**src/rtl/core_run_controller.sv**
```systemverilog
// Run-control sequencer for the single-cycle RV32 core: program load, reset/run/halt sequencing, halt reporting.
// Optional watchdog halt is compiled in with the CORE_WATCHDOG_EN macro.
module core_run_controller #(
  parameter int ADDR_W     = 8,
  parameter int MAX_CYCLES = 1000000
) (
  input  logic              clk,
  input  logic              reset,
  input  logic              start,
  input  logic              abort,
  input  logic              loadValid,
  output logic              loadReady,
  input  logic [ADDR_W-1:0] loadAddr,
  input  logic [31:0]       loadData,
  input  logic              loadLast,
  output logic              imemWe,
  output logic [ADDR_W-1:0] imemAddr,
  output logic [31:0]       imemWData,
  input  logic [31:0]       corePc,
  input  logic [31:0]       coreInstr,
  output logic              coreReset,
  output logic              coreRun,
  output logic              busy,
  output logic              done,
  output logic [1:0]        haltCause,
  output logic [31:0]       haltPc,
  output logic [31:0]       retireCount
);

  // Load handshake: a beat transfers on any cycle where loadValid && loadReady.
  // loadReady depends only on state, never on loadValid.
  typedef enum logic [2:0] {S_IDLE, S_LOAD, S_RST, S_RUN, S_HALT} state_e;

  localparam logic [31:0] INSTR_ECALL  = 32'h0000_0073;
  localparam logic [31:0] INSTR_EBREAK = 32'h0010_0073;

  state_e            state_q, state_d;
  logic              rst_cnt_q, rst_cnt_d;
  logic              imem_we_q;
  logic [ADDR_W-1:0] imem_addr_q;
  logic [31:0]       imem_wdata_q;
  logic [1:0]        cause_q, cause_d;
  logic [31:0]       halt_pc_q, halt_pc_d;
  logic [31:0]       retire_q, retire_d;
  logic              accept, is_ecall, is_ebreak, wd_hit, stop, run_en;

`ifdef CORE_WATCHDOG_EN
  localparam logic [31:0] WD_LIMIT = 32'(MAX_CYCLES - 1);
  assign wd_hit = (retire_q == WD_LIMIT);
`else
  logic [31:0] unused_max_cycles;
  assign unused_max_cycles = 32'(MAX_CYCLES);
  assign wd_hit = 1'b0;
`endif

  assign loadReady = (state_q == S_IDLE) || (state_q == S_LOAD) || (state_q == S_HALT);
  assign accept    = loadValid && loadReady;
  assign is_ecall  = (coreInstr == INSTR_ECALL);
  assign is_ebreak = (coreInstr == INSTR_EBREAK);
  // The halting instruction is suppressed in the same cycle it is fetched.
  assign stop      = (state_q == S_RUN) && (is_ecall || is_ebreak || abort || wd_hit);
  assign run_en    = (state_q == S_RUN) && !stop;

  always_comb begin
    state_d   = state_q;
    rst_cnt_d = 1'b0;
    cause_d   = cause_q;
    halt_pc_d = halt_pc_q;
    retire_d  = retire_q;
    if (run_en && (retire_q != 32'hFFFF_FFFF)) begin
      retire_d = retire_q + 32'd1;
    end
    case (state_q)
      S_IDLE, S_HALT: begin
        if (accept) begin
          state_d = S_LOAD;
        end else if (start) begin
          state_d   = S_RST;
          cause_d   = 2'b00;
          halt_pc_d = 32'd0;
          retire_d  = 32'd0;
        end
      end
      S_LOAD: begin
        if (accept && loadLast) state_d = S_IDLE;
      end
      S_RST: begin
        if (rst_cnt_q) state_d = S_RUN;
        else           rst_cnt_d = 1'b1;
      end
      S_RUN: begin
        if (stop) begin
          state_d   = S_HALT;
          halt_pc_d = corePc;
          if (is_ecall)       cause_d = 2'b01;
          else if (is_ebreak) cause_d = 2'b10;
          else                cause_d = 2'b11;
        end
      end
      default: state_d = S_IDLE;
    endcase
  end

  always_ff @(posedge clk or negedge reset) begin
    if (!reset) begin
      state_q      <= S_IDLE;
      rst_cnt_q    <= 1'b0;
      imem_we_q    <= 1'b0;
      imem_addr_q  <= '0;
      imem_wdata_q <= 32'd0;
      cause_q      <= 2'b00;
      halt_pc_q    <= 32'd0;
      retire_q     <= 32'd0;
    end else begin
      state_q   <= state_d;
      rst_cnt_q <= rst_cnt_d;
      imem_we_q <= accept;
      if (accept) begin
        imem_addr_q  <= loadAddr;
        imem_wdata_q <= loadData;
      end
      cause_q   <= cause_d;
      halt_pc_q <= halt_pc_d;
      retire_q  <= retire_d;
    end
  end

  // HALT keeps the core out of reset with its clock gated so its state stays inspectable.
  assign coreReset   = (state_q == S_IDLE) || (state_q == S_LOAD) || (state_q == S_RST);
  assign coreRun     = run_en;
  assign busy        = (state_q == S_LOAD) || (state_q == S_RST) || (state_q == S_RUN);
  assign done        = (state_q == S_HALT);
  assign imemWe      = imem_we_q;
  assign imemAddr    = imem_addr_q;
  assign imemWData   = imem_wdata_q;
  assign haltCause   = cause_q;
  assign haltPc      = halt_pc_q;
  assign retireCount = retire_q;

endmodule

```
**config.mk**
```make
export PLATFORM = sky130hd
export DESIGN_NAME = core_run_controller
export DESIGN_NICKNAME = d
export VERILOG_FILES = /design/src/rtl/core_run_controller.sv
export SDC_FILE = /design/constraint.sdc
export NUM_CORES = 1
export LEC_CHECK = 0
export ABC_AREA = 1
export BUFFER_PORTS_ARGS = -buffer_cell sky130_fd_sc_hd__buf_2
export CAP_MARGIN = 20
export CELL_PAD_IN_SITES_DETAIL_PLACEMENT = 1
export CELL_PAD_IN_SITES_GLOBAL_PLACEMENT = 2
export CORE_MARGIN = 5
export CORE_UTILIZATION = 26
export CTS_CLUSTER_DIAMETER = 150
export DETAILED_ROUTE_END_ITERATION = 7
export PLACE_DENSITY_LB_ADDON = 0.1
export REMOVE_ABC_BUFFERS = 1
export SLEW_MARGIN = 40
export SYNTH_ARGS = -nofsm -noshare
export SYNTH_HDL_FRONTEND = slang
export SYNTH_SLANG_ARGS = --single-unit
```
**constraint.sdc**
```tcl
create_clock -name clk -period 2.2 [get_ports clk]
set_clock_uncertainty 0.05 [all_clocks]
set_input_delay 0.66 -clock clk [delete_from_list [all_inputs] [get_ports clk]]
set_output_delay 0.66 -clock clk [all_outputs]
set_load 0.02 [all_outputs]
```
# After elaboration in Yosys (flattened, before gate mapping)
# Cells that the tools add are included.
[op_classes]
addsub = 1
n_mul = 0
n_div = 0
order_cmp = 0
n_eq_ne = 13
shifts = 0
mux = 22
bitwise = 0
n_reduce_logical = 18
[ops]
columns = ["op", "n"]
rows = [
  ["32-bit two-way mux", 7],
  ["32-bit case mux with 2 select lines", 1],
  ["32-bit by 1-bit adder with 32-bit output, second input constant", 1],
  ["32-bit by 21-bit equality test with 1-bit output, second input constant", 1],
  ["32-bit by 7-bit equality test with 1-bit output, second input constant", 1],
  ["32-bit inequality test, second input constant", 1],
  ["3-bit two-way mux", 5],
  ["3-bit case mux with 4 select lines", 1],
  ["2-bit two-way mux", 4],
  ["2-bit inequality test, second input constant", 4],
  ["4-bit AND reduction", 2],
  ["1-bit logical OR", 7],
  ["3-bit by 2-bit equality test with 1-bit output, second input constant", 2],
  ["1-bit logical AND", 5],
  ["2-bit case mux with 2 select lines", 1],
  ["3-bit by 1-bit equality test with 1-bit output, second input constant", 1],
  ["3-bit equality test, second input constant", 1],
  ["3-bit zero test", 1],
  ["1-bit two-way mux", 3],
  ["3-bit inequality test, second input constant", 1],
  ["2-bit by 1-bit inequality test with 1-bit output, second input constant", 1],
  ["2-bit nonzero test", 1],
  ["2-bit OR reduction", 1],
  ["1-bit zero test", 1],
]
[word_totals]
regBits = 111
latchBits = 0
ram_bits = 0
rom_bits = 0
in_bits = 110
out_inout_bits = 112
word_cells = 62
mem_count = 0

# Logic depth before layout (Yosys ltp)
[logic_depth]
ltp_word = 11
depth_mapped = 13
mapped_depth_nobuf = 11

# Worst setup path before layout
# No wires, ideal clock.
[synth_path]
path_type = "in2out"
from = "in coreInstr[31]"
to = "out coreRun"
t_arrival_ns = 1.481
required_time_ns = 1.490
setup_slack_ns = 0.009
stages = 7
path_buffers = 1
path_cell_list = "nor2_1 -> nand2_1 -> nor2_1 -> nand2_1 -> o21ai_0 -> nor2_1 -> buf_2"
[synth_via]
elab_chain_cells = 6
elab_cells_between_ends = 7
cone_classes = "eq/ne: 2; reduce/logical: 5"
[synth_lines]
columns = ["item", "line", "rtl"]
rows = [
  ["start: declaration", "20", "input logic [31:0] coreInstr,"],
  ["32-bit by 7-bit equality test with 1-bit output or 32-bit by 21-bit equality test with 1-bit output (tied branches)", "58, 59", ""],
  ["1-bit logical OR * (2 in series)", "61", "assign stop = (state_q == S_RUN) && (is_ecall || is_ebreak || abort || wd_hit);"],
  ["1-bit logical AND *", "61", ""],
  ["1-bit zero test *", "62", "assign run_en = (state_q == S_RUN) && !stop;"],
  ["1-bit logical AND *", "62", ""],
  ["end: declaration", "22", "output logic coreRun,"],
]
# Every way passes the cells marked *; elsewhere a longest branch is shown, timed or not.

# Worst setup path in the final report
[layout_path]
from = "in coreInstr[17]"
to = "out coreRun"
# The elaborated chain is that of the path after synthesis.

==> impl_summary.log <==
INFO  metric worst_setup_path_end_kind = primary output
INFO  metric placement_setup_slack = -226 ps
INFO  metric worst_slack = -39.7 ps
INFO  metric final_net_count = around 1100
INFO  metric cts_buffer_depth = 2
INFO  metric syn_std_cell_area = roughly 5600 um^2
INFO  metric yosys-top-cells-area = sky130_fd_sc_hd__dfrtp_1 (50%), sky130_fd_sc_hd__nand2_1 (21%), sky130_fd_sc_hd__nor2_1 (7.1%), sky130_fd_sc_hd__o21ai_0 (3.0%), sky130_fd_sc_hd__inv_1 (2.6%)
INFO  metric synth_fa_ha_area_share = 0.225%
INFO  metric number_of_top_level_design_ports = 222
INFO  metric detail_route.first_pass.iterations = 4
INFO  metric cts-buffers-inserted = 9
INFO  metric totalNegativeSetupSlack = -39.7 ps
INFO  metric synth_ff_type = sky130_fd_sc_hd__dfrtp_1
INFO  metric setup-violations-final = 1
INFO  metric violations = setup timing
INFO  metric timing.critical_path.fanout_max = 2
INFO  metric r2r_slack = ~270 ps
INFO  metric worstSetupStartpointType = input port
INFO  metric postSynthRegisterBits = about 110
INFO  metric gp_congestion = around 0.75
INFO  metric power.density_cell_area = around 1100 nW/um^2
INFO  metric worst_setup_hold_path_clk_slew = approximately 80 ps
INFO  metric grt_first_pass_wirelength = 30700 um
INFO  metric crit_top_cell = sky130_fd_sc_hd__nand2_1
INFO  metric fp.dieArea = between 20000 and 25000 um^2
INFO  metric cp_top_family = simple AND/OR/NAND/NOR gates
INFO  metric async_reset_ff_share = 100%
INFO  metric critPathRequiredTime = about 1500 ps
INFO  metric post_drt_via_cell_ratio = between 4 and 5
INFO  metric synth-edff-count = 0
INFO  metric area_delta_synth_final = 36.9%
INFO  metric holdBufCountCts = 0
INFO  metric outcome = complete, but fails checks
INFO  metric floorplan.initialDensity = between 20% and 30%
INFO  metric crit_type = input port to primary output
INFO  metric cts_sinks = between 100 and 150
INFO  metric post-synth-top-area-cell = sky130_fd_sc_hd__dfrtp_1
INFO  metric vdd.ir_drop.worst = approximately 0.42 mV
INFO  metric dr_vias = 5528
INFO  metric drc = 0
INFO  metric cp_data_arrival_time = 1530 ps
INFO  metric rsz_0062_raised_after_global_routing = true
INFO  metric post-synth-top-count-cell = sky130_fd_sc_hd__nand2_1
INFO  metric critical-path-slowest-cell = sky130_fd_sc_hd__buf_6
INFO  metric max-cap-violations = 0
INFO  metric first_iter_violations = 222
INFO  metric grt.overflow.total = 0
INFO  metric grt_antenna_before_repair = 2
INFO  metric core_area = 21100 um^2
INFO  metric maximum_number_of_pins_on_one_net_before_global_route_repair = 64
INFO  metric synth_simple_gate_area_share = about a third
INFO  metric final_hold_viol_count = 0
INFO  metric timing.final.crit_share = 102%
INFO  metric globalRouteTotalUtil = between 15 and 20%
INFO  metric insertion_delay_to_the_later_sink_of_the_worst_skew_pair = approximately 350 ps
INFO  metric cp_num_buf_inv = 4
INFO  metric timing_worst_slew_pin_value = 419 ps
INFO  metric floorplan.rows = 53
INFO  metric final_ant_viol_nets = 0
INFO  metric number_of_slew_limit_violations_in_the_final_report = 0
INFO  metric period_minus_slack = approximately 2200 ps
INFO  metric cts.root.buffer_cell = sky130_fd_sc_hd__clkbuf_16
INFO  metric fmaxAchievable = ~450 MHz
INFO  metric syn_inst = roughly 740
INFO  metric floorplan.die.height = approximately 160 um
INFO  metric synth.top_cell.area_share = 49.9%
INFO  metric clock_tree_from_tritoncts = done
INFO  metric yosys.area_share.xor_xnor = ~3%
INFO  metric die-width = roughly 160 um
INFO  metric final_layout_size_suffix_gt1_share = between 30% and 40%
INFO  metric synth-warning-count = 0
INFO  metric yosys-mux-area-fraction = 0%
INFO  metric wl_per_cell = roughly 15 um
INFO  metric grt_pass1_vias = about 5700
INFO  metric synth_top_family_by_area = simple AND/OR/NAND/NOR gates
INFO  metric port_buffers = ~220
INFO  metric synth_compound_area_share = 6.15%
INFO  metric synthesis.area_per_instance = 7.50 um^2
INFO  metric crit_path_max_incr_delay = ~130 ps
INFO  metric critical_path.cell_chain = buf_2, nor2_4, nand2_2, buf_6, inv_2, nand2_1, nor2_1, nand2_1, nand2_1, nor2_2, buf_6
INFO  metric ys_types = 26
INFO  metric totalWireLength = 19200 um
INFO  metric hp-class = input port to asynchronous set/reset pin
INFO  metric synth_sequential_area_ratio = about half
INFO  metric slew_headroom = a little under three quarters
INFO  metric synthTopCellsByCount = sky130_fd_sc_hd__nand2_1 (309), sky130_fd_sc_hd__dfrtp_1 (111), sky130_fd_sc_hd__nor2_1 (106)
INFO  metric dpl_hpwl = 14800 um
INFO  metric p_leak = slightly below 0.004 uW
INFO  metric cts_max_level = 3
## metal layers
metal	routed length, um	vias to the layer above	part of all wire (%)	GRT usage (%)
li1	-	2810	-	-
met1	8620	2566	45	20.9
met2	8950	139	47	24.9
met3	1440	11	7.5	5.03
met4	163	2	0.85	3.22
met5	13	-	0.068	0
## metrics by stage
stage	util, %	power, uW	cells	hold slack, ps	instance area [um^2]
after global placement	34.0	7140	1243	374	7180
after detailed placement	34.0	7180	1243	368	7180
final	36.2	8750	1268	77.1	7620
after CTS	35.9	8950	1266	62.0	7560
after global routing	36.2	9480	1268	61.9	7620
after floorplan	-	5380	715	314	5420
## power breakdown
| group | internal [uW] | switching [uW] | leakage (uW) |
|---|---|---|---|
| clock network | 808 | 867 | 0.000147 |
| registers | 2770 | 410 | 0.00146 |
| logic | 1280 | 2610 | 0.00232 |
## layout make-up
type / instances / area [um^2]
antenna: 1 / 2.50
clock buffer: 9 / 225
clock inverter: 7 / 70.1
fill: 2655 / 13500
inverter: 41 / 155
multi-input combinational: 563 / 2550
sequential: 111 / 2780
tap: 275 / 344
timing repair buffer: 261 / 1490
## path summary, 6_finish.rpt
path	start	endpoint	depth (start not counted)
setup / recovery	coreInstr[17]	coreRun	11
hold / removal	reset	retireCount[4]	1
setup reg to reg	retireCount[8]	retireCount[28]	10
hold reg to reg	rst_cnt_q	rst_cnt_q	1
max in group asynchronous	reset	haltPc[9]	2
min in group clk	rst_cnt_q	rst_cnt_q	1
## what timing repair did
| action | CTS | global route |
|---|---|---|
| buffers inserted | 7 | 1 |
| resized for setup | 13 | 17 |
| pin swaps | 7 | 5 |
| setup endpoints to repair | 2 | 3 |
## cell families after synthesis
logic type                 Yosys count
AOI/OAI and AO/OA                   66
DFF                                111
adders and majority gates            1
xor gates and xnor gates            19
and+or+nand+nor                    477
buffers and inverters               69
## cell usage in the layout (no fill, tap or decap), drive strengths merged
cell type,synthesis,final
clkinv,2,4
nand2,311,311
o21ai,39,39
a21oi,24,24
xor2,9,9
nand3,28,28
diode,0,1
nand3b,10,10
nor3,5,5
nand4,13,13
nor2,109,109
inv,39,44
or2,1,1
xnor2,10,10
ha,1,1
a2111o,1,1
dfrtp,111,111
a22oi,1,1
clkbuf,18,9
buf,10,261
a31o,1,1
## flip-flops by register name, indices dropped and copies added, names as in the netlist
register and cells:
haltCause 2, state_q 3, imemWe 1, retireCount 32
imemWData 32, rst_cnt_q 1, haltPc 32, imemAddr 8
## worst register-to-register path, cell delays in order, from the launching register on
cell	delay, ps
sky130_fd_sc_hd__dfrtp_1	450
sky130_fd_sc_hd__nand2_1	110
sky130_fd_sc_hd__nor2_1	200
sky130_fd_sc_hd__inv_1	100
sky130_fd_sc_hd__nor2_4	180
sky130_fd_sc_hd__nand3_1	130
sky130_fd_sc_hd__nor2_1	250
sky130_fd_sc_hd__nand3_1	140
sky130_fd_sc_hd__nor2_1	110
sky130_fd_sc_hd__nor2_1	50
sky130_fd_sc_hd__nor2_1	110
Power figures use the tool's default switching activity.
